$ cat src/rtl/mcc_pkg.sv
// Shared definitions for the multi-cycle MIPS control FSM: state encodings, opcodes, the
// datapath mux/ALU codes and the registered-state control word produced by mcc_output_decode.
package mcc_pkg;

  localparam int unsigned StateBits = 4;

  typedef enum logic [StateBits-1:0] {
    StIdle     = 4'd0,
    StFetch    = 4'd1,
    StDecode   = 4'd2,
    StMemAdr   = 4'd3,
    StMemRd    = 4'd4,
    StMemWb    = 4'd5,
    StMemWr    = 4'd6,
    StExec     = 4'd7,
    StAluWb    = 4'd8,
    StBranch   = 4'd9,
    StAddiEx   = 4'd10,
    StAddiWb   = 4'd11,
    StJump     = 4'd12,
    StBranchNe = 4'd13
  } state_e;

  // Opcodes
  localparam logic [5:0] OpRtype = 6'b000000;
  localparam logic [5:0] OpLw    = 6'b100011;
  localparam logic [5:0] OpSw    = 6'b101011;
  localparam logic [5:0] OpBeq   = 6'b000100;
  localparam logic [5:0] OpBne   = 6'b000101;
  localparam logic [5:0] OpAddi  = 6'b001000;
  localparam logic [5:0] OpJ     = 6'b000010;

  // aluop codes seen by alu_decoder
  localparam logic [1:0] AluOpAdd   = 2'b00;
  localparam logic [1:0] AluOpSub   = 2'b01;
  localparam logic [1:0] AluOpFunct = 2'b10;

  // ALU B-input select
  localparam logic [1:0] SrcBRt    = 2'b00;
  localparam logic [1:0] SrcBFour  = 2'b01;
  localparam logic [1:0] SrcBImm   = 2'b10;
  localparam logic [1:0] SrcBImmSh = 2'b11;

  // PC source select
  localparam logic [1:0] PcSrcAlu    = 2'b00;
  localparam logic [1:0] PcSrcAluOut = 2'b01;
  localparam logic [1:0] PcSrcJump   = 2'b10;

  // Pure Moore part of the control word; irwrite and the FETCH pcwrite are added by the top
  // because they depend on mem_ready.
  typedef struct packed {
    logic       pcwrite;
    logic       branch;
    logic       branch_ne;
    logic       iord;
    logic       memread;
    logic       memwrite;
    logic       regdst;
    logic       memtoreg;
    logic       regwrite;
    logic       alusrca;
    logic [1:0] alusrcb;
    logic [1:0] pcsrc;
    logic [1:0] aluop;
  } ctrl_t;

  // States that stall on the memory handshake
  function automatic logic is_wait_state(state_e s);
    return (s == StFetch) || (s == StMemRd) || (s == StMemWr);
  endfunction

endpackage

$ cat src/rtl/mcc_output_decode.sv
// Combinational state -> control-word table for the multi-cycle controller.
// Ports:
//   state  in   current FSM state
//   ctrl   out  Moore control word (all fields 0 in states that do not drive them)
// Configuration: MCC_BNE_EN adds the BRANCH_NE row.
module mcc_output_decode
  import mcc_pkg::*;
(
  input  state_e state,
  output ctrl_t  ctrl
);

  always_comb begin
    ctrl = '0;
    case (state)
      StFetch: begin
        ctrl.memread = 1'b1;
        ctrl.alusrcb = SrcBFour;
        ctrl.aluop   = AluOpAdd;
        ctrl.pcsrc   = PcSrcAlu;
      end
      StDecode: begin
        // Branch target precomputed while the opcode is decoded
        ctrl.alusrcb = SrcBImmSh;
        ctrl.aluop   = AluOpAdd;
      end
      StMemAdr: begin
        ctrl.alusrca = 1'b1;
        ctrl.alusrcb = SrcBImm;
        ctrl.aluop   = AluOpAdd;
      end
      StMemRd: begin
        ctrl.iord    = 1'b1;
        ctrl.memread = 1'b1;
      end
      StMemWb: begin
        ctrl.memtoreg = 1'b1;
        ctrl.regwrite = 1'b1;
      end
      StMemWr: begin
        ctrl.iord     = 1'b1;
        ctrl.memwrite = 1'b1;
      end
      StExec: begin
        ctrl.alusrca = 1'b1;
        ctrl.alusrcb = SrcBRt;
        ctrl.aluop   = AluOpFunct;
      end
      StAluWb: begin
        ctrl.regdst   = 1'b1;
        ctrl.regwrite = 1'b1;
      end
      StBranch: begin
        ctrl.alusrca = 1'b1;
        ctrl.alusrcb = SrcBRt;
        ctrl.aluop   = AluOpSub;
        ctrl.pcsrc   = PcSrcAluOut;
        ctrl.branch  = 1'b1;
      end
`ifdef MCC_BNE_EN
      StBranchNe: begin
        ctrl.alusrca   = 1'b1;
        ctrl.alusrcb   = SrcBRt;
        ctrl.aluop     = AluOpSub;
        ctrl.pcsrc     = PcSrcAluOut;
        ctrl.branch_ne = 1'b1;
      end
`endif
      StAddiEx: begin
        ctrl.alusrca = 1'b1;
        ctrl.alusrcb = SrcBImm;
        ctrl.aluop   = AluOpAdd;
      end
      StAddiWb: begin
        ctrl.regwrite = 1'b1;
      end
      StJump: begin
        ctrl.pcsrc   = PcSrcJump;
        ctrl.pcwrite = 1'b1;
      end
      default: ;
    endcase
  end

endmodule

$ cat src/rtl/multicycle_controller.sv
// Control FSM for the multi-cycle MIPS datapath. Sequences each instruction over 3-5 states,
// stalls FETCH/MEMRD/MEMWR on mem_ready and raises a sticky mem_timeout after MEM_TIMEOUT
// consecutive stall cycles (the FSM keeps waiting).
// Ports: clk, rst_n (async, active low), op (IR opcode), mem_ready (memory handshake);
//   datapath controls pcwrite, branch, branch_ne, iord, memread, memwrite, irwrite, regdst,
//   memtoreg, regwrite, alusrca, alusrcb, pcsrc, aluop; status illegal_op, mem_timeout, state_o.
// Configuration: define MCC_BNE_EN to decode bne (000101); otherwise it is illegal and
//   branch_ne stays 0.
module multicycle_controller
  import mcc_pkg::*;
#(
  parameter int unsigned ALUOP_W     = 2,
  parameter int unsigned MEM_TIMEOUT = 16,
  parameter int unsigned STATE_W     = 4
) (
  input  logic               clk,
  input  logic               rst_n,
  input  logic [5:0]         op,
  input  logic               mem_ready,
  output logic               pcwrite,
  output logic               branch,
  output logic               branch_ne,
  output logic               iord,
  output logic               memread,
  output logic               memwrite,
  output logic               irwrite,
  output logic               regdst,
  output logic               memtoreg,
  output logic               regwrite,
  output logic               alusrca,
  output logic [1:0]         alusrcb,
  output logic [1:0]         pcsrc,
  output logic [ALUOP_W-1:0] aluop,
  output logic               illegal_op,
  output logic               mem_timeout,
  output logic [STATE_W-1:0] state_o
);

  localparam int unsigned CntW = $clog2(MEM_TIMEOUT + 1);
  localparam logic [CntW-1:0] CntMax = CntW'(MEM_TIMEOUT);

  state_e          state_q, state_d;
  logic [CntW-1:0] wait_cnt_q, wait_cnt_d;
  logic            timeout_q, timeout_d;
  logic            op_legal;
  logic            fetch_done;
  ctrl_t           ctrl;

  always_ff @(posedge clk or negedge rst_n) begin
    if (!rst_n) begin
      state_q    <= StIdle;
      wait_cnt_q <= '0;
      timeout_q  <= 1'b0;
    end else begin
      state_q    <= state_d;
      wait_cnt_q <= wait_cnt_d;
      timeout_q  <= timeout_d;
    end
  end

  // Next-state logic
  always_comb begin
    state_d  = state_q;
    op_legal = 1'b1;
    case (state_q)
      StIdle:   state_d = StFetch;
      StFetch:  if (mem_ready) state_d = StDecode;
      StDecode: begin
        case (op)
          OpLw, OpSw: state_d = StMemAdr;
          OpRtype:    state_d = StExec;
          OpBeq:      state_d = StBranch;
          OpAddi:     state_d = StAddiEx;
          OpJ:        state_d = StJump;
`ifdef MCC_BNE_EN
          OpBne:      state_d = StBranchNe;
`endif
          default: begin
            state_d  = StFetch;
            op_legal = 1'b0;
          end
        endcase
      end
      // IR still holds the opcode, so it selects the load or store path
      StMemAdr:   state_d = (op == OpLw) ? StMemRd : StMemWr;
      StMemRd:    if (mem_ready) state_d = StMemWb;
      StMemWb:    state_d = StFetch;
      StMemWr:    if (mem_ready) state_d = StFetch;
      StExec:     state_d = StAluWb;
      StAluWb:    state_d = StFetch;
      StBranch:   state_d = StFetch;
      StBranchNe: state_d = StFetch;
      StAddiEx:   state_d = StAddiWb;
      StAddiWb:   state_d = StFetch;
      StJump:     state_d = StFetch;
      default:    state_d = StIdle;
    endcase
  end

  // Stall counter: runs only while a wait state sees mem_ready low; every wait state exits on
  // mem_ready, so clearing on mem_ready also covers clearing on state exit.
  always_comb begin
    wait_cnt_d = '0;
    timeout_d  = timeout_q;
    if (is_wait_state(state_q) && !mem_ready) begin
      wait_cnt_d = (wait_cnt_q == CntMax) ? wait_cnt_q : wait_cnt_q + CntW'(1);
      if (wait_cnt_d == CntMax) timeout_d = 1'b1;
    end
  end

  mcc_output_decode u_output_decode (
    .state (state_q),
    .ctrl  (ctrl)
  );

  assign fetch_done = (state_q == StFetch) && mem_ready;

  assign pcwrite     = ctrl.pcwrite | fetch_done;
  assign irwrite     = fetch_done;
  assign branch      = ctrl.branch;
  // Without MCC_BNE_EN the table has no BRANCH_NE row, so this is constant 0
  assign branch_ne   = ctrl.branch_ne;
  assign iord        = ctrl.iord;
  assign memread     = ctrl.memread;
  assign memwrite    = ctrl.memwrite;
  assign regdst      = ctrl.regdst;
  assign memtoreg    = ctrl.memtoreg;
  assign regwrite    = ctrl.regwrite;
  assign alusrca     = ctrl.alusrca;
  assign alusrcb     = ctrl.alusrcb;
  assign pcsrc       = ctrl.pcsrc;
  assign aluop       = ALUOP_W'(ctrl.aluop);
  assign illegal_op  = (state_q == StDecode) && !op_legal;
  assign mem_timeout = timeout_q;
  assign state_o     = STATE_W'(state_q);

endmodule
$ cat config.mk
export PLATFORM = sky130hd
export DESIGN_NAME = multicycle_controller
export DESIGN_NICKNAME = d
export VERILOG_FILES = /design/src/rtl/mcc_pkg.sv /design/src/rtl/mcc_output_decode.sv /design/src/rtl/multicycle_controller.sv
export SDC_FILE = /design/constraint.sdc
export NUM_CORES = 1
export LEC_CHECK = 0
export CAP_MARGIN = 20
export CELL_PAD_IN_SITES_DETAIL_PLACEMENT = 0
export CELL_PAD_IN_SITES_GLOBAL_PLACEMENT = 1
export CORE_MARGIN = 1
export CORE_UTILIZATION = 32
export DETAILED_ROUTE_END_ITERATION = 8
export GPL_ROUTABILITY_DRIVEN = 0
export PLACE_DENSITY = 0.87
export RECOVER_POWER = 25
export SETUP_SLACK_MARGIN = 0.4
export SLEW_MARGIN = 25
export SYNTH_ARGS = -nofsm -noshare
export SYNTH_HDL_FRONTEND = slang
export SYNTH_HIERARCHICAL = 1
export SYNTH_SLANG_ARGS = --single-unit
$ cat constraint.sdc
create_clock -name clk -period 2.4 [get_ports clk]
set_clock_uncertainty 0.2 [all_clocks]
set_input_delay 0.48 -clock clk [delete_from_list [all_inputs] [get_ports clk]]
set_output_delay 0.48 -clock clk [all_outputs]
set_load 0.01 [all_outputs]
==> results of run 1 <==
[synth_stat cells (all sizes together), types with 2 or more instances]
cell type | count | area (sq um)
nor2b | 3 | 18.8
a21oi | 4 | 20.0
buf | 9 | 52.6
a31oi | 2 | 12.5
ha | 2 | 25.0
o21ai | 6 | 30.0
o211ai | 2 | 20.0
nand4bb | 2 | 22.5
a211o | 2 | 17.5
clkbuf | 3 | 11.3
nand4b | 2 | 17.5
nor4bb | 3 | 30.0
nand3 | 5 | 25.0
nand2b | 6 | 37.5
nand2 | 5 | 18.8
nand3b | 5 | 37.5
inv | 7 | 26.3
nor2 | 10 | 37.5
nor3 | 3 | 15.0
a211oi | 2 | 20.0
nor3b | 6 | 45.0
a311oi | 2 | 23.8
xor2 | 4 | 35.0
dfrtp | 10 | 250
[critical path: cells and delay by family, from the launching register on]
family	cells	cell delay [ns]
buf+inv	1	0.15
simple gates	1	0.57
flops	1	0.42
compound gates	1	0.07
[registers in the layout, indices dropped and copies added, names as in the netlist]
signal       count
wait_cnt_q       5
state_o          4
mem_timeout      1
[worst max path at each step]
stage                      startpoint    endpoint
2_1_floorplan                   op[1]  illegal_op
3_3_place_gp                    op[1]  illegal_op
3_5_place_dp                    op[1]  illegal_op
4_1_cts        state_o[2]$_DFFE_PN0P_  illegal_op
5_1_grt        state_o[1]$_DFFE_PN0P_    regwrite
6_report       state_o[1]$_DFFE_PN0P_    regwrite
[cell usage in the layout, fill, tap and decap left out, types with 2 or more instances in the layout]
master,synthesis,final
xor2_1,4,4
nor3b_1,6,3
nand2_1,5,5
a211o_1,2,2
nand2b_4,0,3
nor2b_1,3,3
nand4bb_1,2,2
buf_2,6,10
nand3_1,5,5
nand4b_1,2,2
buf_4,3,23
nand2b_1,6,3
nand3b_1,5,5
o21ai_0,5,4
clkdlybuf4s15_2,0,3
inv_1,7,5
clkbuf_4,0,3
dfrtp_1,10,8
a211oi_2,1,2
clkbuf_2,0,5
nor3b_4,0,2
dfrtp_2,0,2
a31oi_1,2,2
nor2_1,10,9
inv_2,0,2
ha_1,2,2
buf_6,0,9
dlygate4sd2_1,0,7
a21oi_1,4,4
[layer usage]
| layer | GRT usage [%] | routed length, um | vias to the layer above |
|---|---|---|---|
| met5 | 0 | 0 | - |
| met4 | 4.29 | 12 | 0 |
| met3 | 2.30 | 139 | 2 |
| met2 | 31.5 | 1500 | 28 |
| met1 | 22.0 | 1240 | 511 |
| li1 | - | - | 532 |
[through the flow]
| step | util (%) | instance area (sq um) | TNS (ns) | power, mW | worst slack, ns |
|---|---|---|---|---|---|
| CTS | 52.5 | 1470 | 0 | 1.27 | 0.225 |
| finish | 57.0 | 1600 | 0 | 1.47 | 0.240 |
| global route | 57.0 | 1600 | 0 | 1.57 | 0.170 |
| detailed placement | 49.2 | 1380 | -0.457 | 1.10 | -0.367 |
| global placement | 49.2 | 1380 | -0.445 | 1.08 | -0.355 |
| floorplan | - | 970 | 0 | 0.717 | 0.418 |
[cell type report]
| type | instances | area, sq um | area share [%] |
|---|---|---|---|
| clock buffers | 3 | 22.5 | 1.41 |
| multi-input cells | 90 | 732 | 45.8 |
| repair buffers | 63 | 527 | 32.9 |
| inverters | 7 | 26.3 | 1.64 |
| well taps | 31 | 38.8 | 2.43 |
| flip-flops and latches | 10 | 253 | 15.8 |
[power by group through the flow]
stage	Sequential, mW	Clock (mW)	Combinational [mW]
after floorplan	0.267	0	0.450
after global placement	0.247	0	0.832
after detailed placement	0.249	0	0.855
after CTS	0.245	0.118	0.904
after global routing	0.269	0.121	1.18
final	0.260	0.113	1.09
[what timing repair did]
action                                  4_1_cts  5_1_grt
endpoints found under the setup margin       22       18
setup buffers                                 5        8
cloned                                        0        2
resized for setup                            81       31
hold buffers                                  0        0
pin swaps                                     6       10
[cell families (layout without fill, tap and decap cells)]
family | after synthesis | count (layout) | share of synthesized area [%]
and+or+nand+nor | 57 | 57 | 37.7
xor gates and xnor gates | 5 | 5 | 4.57
DFF | 10 | 10 | 26.1
buffers and inverters | 19 | 73 | 9.40
adders and majority gates | 2 | 2 | 2.61
AOI/OAI and AO/OA | 25 | 25 | 19.2
other | 1 | 1 | 0.391
==> results.cfg, run 1 <==
[status]
status = complete, but fails checks
violations = design-rule violations

[synth]
synth_area_sq_um = 958
synth_area_per_cell_sq_um = 8.05
ys_seq_elements = 10
ys_warn_count = 6
async_flop_share_pct = 100
ys_types = 43
synth_edf_count = 0
synth_nets = 130
synth_cells = 119
synth_ff_type = dfrtp_1
seq_area_frac_synth_pct = 26.1

[worst_hold_path]
hold_path_depth = 1
worstHoldPathType = reg -> reg
min_to = mem_timeout$_DFFE_PN0P_
hold_start = mem_timeout$_DFFE_PN0P_

[placed_design]
dp_cells = 186
io_buffers = 30
post-dp-hpwl_mm = 1.88

[power_and_ir_drop]
p_int_mw = 0.851
p_sw_mw = 0.615
power_frac_clock_pct = 7.7
swShare_pct = 41.9
combPwrFrac_pct = 74.6
power_density_nw_per_um2 = 917
p_seq_share_pct = 17.7
peakVddDrop_v = 0.000478
leakage_nw = 0.757

[drt]
via_per_inst = 5.26
remaining_drc_errors = 8
dr.pass1.iters = 6
drt_iter0_markers = 38
wl_mm = 2.89
wire_per_inst_um = 14.2
vias = 1073
antenna_left = 0

[finish]
final_net_count = 186
fin_cells = 204
n_fill_cell = 253
layout-drive-gt1-share_pct = 45.7
n_antenna_cell = 0
synthToLayoutAreaGrowth_pct = 66.8

[global_route]
grt_pass1_vias = 1011
overflow = 0
grt_pass1_wl_mm = 4.51
antenna_found_initial = 0
grt_start_max_net_pins = 15
gr-usage-all-layers_pct = 17.6

[timing]
timing.hold.ws_ns = 0.263
final_hold_viol_count = 0
min_period_ns = 2.16
finalSetupViolCount = 0
finalCritPeriodShare_pct = 90.0
drv_slew = 0
rsz0062_at_grt = true
max_freq_ghz = 0.463

[clock_network]
cts_sinks = 10
clk_pin_slew_worst_paths_ns = 0.06
clock_path_buffers = 2
htree_levels = 1
cts_buffers = 3
clockRootBuffer = clkbuf_4
cts_tree = built
insertion_delay_ns = 0.27

[setup_path]
cp-start-kind = flop
path_class = reg -> out
end_kind = output port
cpMaxStageDelayCell = or4b_4
worstReg2RegStart = wait_cnt_q[1]$_DFF_PN0_
crit_path_max_fanout = 4
slowest_delay_ns = 0.57
r2r_slack_ns = 0.51
critPathArrivalTime_ns = 1.48
cp_cell_sequence = or4b_4, o211ai_2, buf_2
cp.required_ns = 1.72
rr_endpoint = mem_timeout$_DFFE_PN0P_
reg2regPathDepth = 5

[floorplan]
dieArea_sq_um = 3220
rows = 19
core-area_sq_um = 2810
die_w_um = 56.7
die_h_um = 56.7
ios = 32
start_util_pct = 34.2

[job]
max-cap-violations = 0
Power figures use the tool's default switching activity.
==> run 2, diff against run 1 <==
--- a/config.mk
+++ b/config.mk
@@ -6,7 +6,7 @@
 export NUM_CORES = 1
 export LEC_CHECK = 0
 export CAP_MARGIN = 20
-export CELL_PAD_IN_SITES_DETAIL_PLACEMENT = 0
+export CELL_PAD_IN_SITES_DETAIL_PLACEMENT = 1
 export CELL_PAD_IN_SITES_GLOBAL_PLACEMENT = 1
 export CORE_MARGIN = 1
 export CORE_UTILIZATION = 32
==> results.cfg, run 2 (synthesis gave the netlist of run 1 again) <==
[timing]
min_period_ns = 2.14
fin_tns_setup_ns = 0
rsz0062_at_grt = true
maxSlewHeadroom_pct = 65.7
max_freq_ghz = 0.466
worst_pin_slew_ns = 0.512
timing.hold.ws_ns = 0.280
finalCritPeriodShare_pct = 89.3
drv_slew = 0
final_hold_viol_count = 0
finalSetupViolCount = 0

[setup_path]
path_class = reg -> out
crit_start = state_o[0]$_DFFE_PN0P_
crit_path_max_fanout = 4
worstReg2RegStart = wait_cnt_q[0]$_DFF_PN0_
critPathArrivalTime_ns = 1.46
end_kind = output port
cp-start-kind = flop
cp.required_ns = 1.72

[placed_design]
io_buffers = 30
placed_cell_area_sq_um = 1380
dp_cells = 186
post-dp-hpwl_mm = 2.28

[global_route]
grt_pass1_vias = 1123
gr-usage-all-layers_pct = 19.5
use_met2_pct = 35.5
grt_use_met3_pct = 3.00
grt_busiest_layer = met2
met1_usage_pct = 22.9
antenna_found_initial = 0
grt_pass1_wl_mm = 4.98
overflow = 0
grt_start_max_net_pins = 15

[job]
max-cap-violations = 0

[drt]
remaining_drc_errors = 8
drt_iter0_markers = 28
wire_per_inst_um = 16.0
wl_mm = 3.11
via_per_inst = 5.48
dr.pass1.iters = 6
antenna_left = 0
vias = 1069

[floorplan]
rows = 19
die_h_um = 56.7
core-area_sq_um = 2810
die_w_um = 56.7
ios = 32
start_util_pct = 34.2
dieArea_sq_um = 3220

[finish]
n_antenna_cell = 0
synthToLayoutAreaGrowth_pct = 54.4
design_area_sq_um = 1480
largest_register_ffs = 5
final_net_count = 177
fin_cells = 195
final_common_cell = buf_4
mostFrequentLayoutCells = 20 x buf_4, 12 x buf_2, 10 x nor2_1
layout-drive-gt1-share_pct = 40.2
regMostFlops = wait_cnt_q

[power_and_ir_drop]
power_density_nw_per_um2 = 875
leakage_nw = 0.676
peakVddDrop_v = 0.000342

[clock_network]
clock_path_buffers = 2
ctsHoldBuffers = 0
clk_pin_slew_worst_paths_ns = 0.06
insertion_delay_ns = 0.26
cts_buffers = 3
cts_tree = built
htree_levels = 1
cts_sinks = 10
clockRootBuffer = clkbuf_4

[status]
status = complete, but fails checks
violations = design-rule violations

[worst_hold_path]
worstHoldPathType = reg -> reg
hold_start = mem_timeout$_DFFE_PN0P_
-- run 2: cell types whose count changed in the layout (fill, tap and decap cells not counted), sizes merged --
cell and delta:
dlymetal6s2s -1, clkbuf -5, clkdlybuf4s15 +2, dlygate4sd2 -1
buf -6, clkdlybuf4s50 +2
-- run 2: critical path, cell delays in order, from the launching register on --
cell      delay [ns]
dfrtp_2         0.44
or4b_4          0.53
o211ai_2        0.08
buf_2           0.15
-- run 2: path summary, 6_finish.rpt --
check / endpoint / slack (ns) / depth (start not counted)
worst min-delay path: mem_timeout$_DFFE_PN0P_ / 0.28 / 1
worst min register to register: mem_timeout$_DFFE_PN0P_ / 0.28 / 1
worst max-delay path: regwrite / 0.26 / 3
min in group asynchronous: mem_timeout$_DFFE_PN0P_ / 0.40 / 1
worst max register to register: mem_timeout$_DFFE_PN0P_ / 0.45 / 6
max in group asynchronous: state_o[0]$_DFFE_PN0P_ / 1.27 / 1
-- run 2: per-layer routing --
metal	up-vias	share of wire, %
li1	514	-
met1	520	42
met2	27	51
met3	8	4.5
met4	0	2.3
met5	-	0
-- run 2: stage by stage --
| stage | utilization, % | total power, mW | setup WS (ns) |
|---|---|---|---|
| 3_3_place_gp | 49.2 | 1.08 | -0.355 |
| 5_1_grt | 52.8 | 1.39 | 0.205 |
| 2_1_floorplan | - | 0.717 | 0.418 |
| 6_report | 52.8 | 1.30 | 0.256 |
| 3_5_place_dp | 49.2 | 1.12 | -0.398 |
| 4_1_cts | 51.5 | 1.26 | 0.242 |
-- run 2: layout make-up --
type                       instances  area, sq um
fill                             338         1330
multi-input combinational         90          709
timing repair buffer              54          429
sequential                        10          254
tap                               31         38.8
inverter                           7         26.3
clock buffer                       3         22.5
-- run 2: report_power, final --
part           internal [mW]  switching, mW  total [mW]  leakage (nW)
combinational          0.457          0.466       0.923         0.533
clock                 0.0579         0.0554       0.113        0.0138
sequential             0.209         0.0496       0.259         0.130
-- run 2: timing repair --
item                                    CTS  global route
buffers inserted                          3             3
gates resized for setup                  87            15
endpoints found under the setup margin   22            19
hold endpoints to repair                  0             0
pin swaps                                 7             4
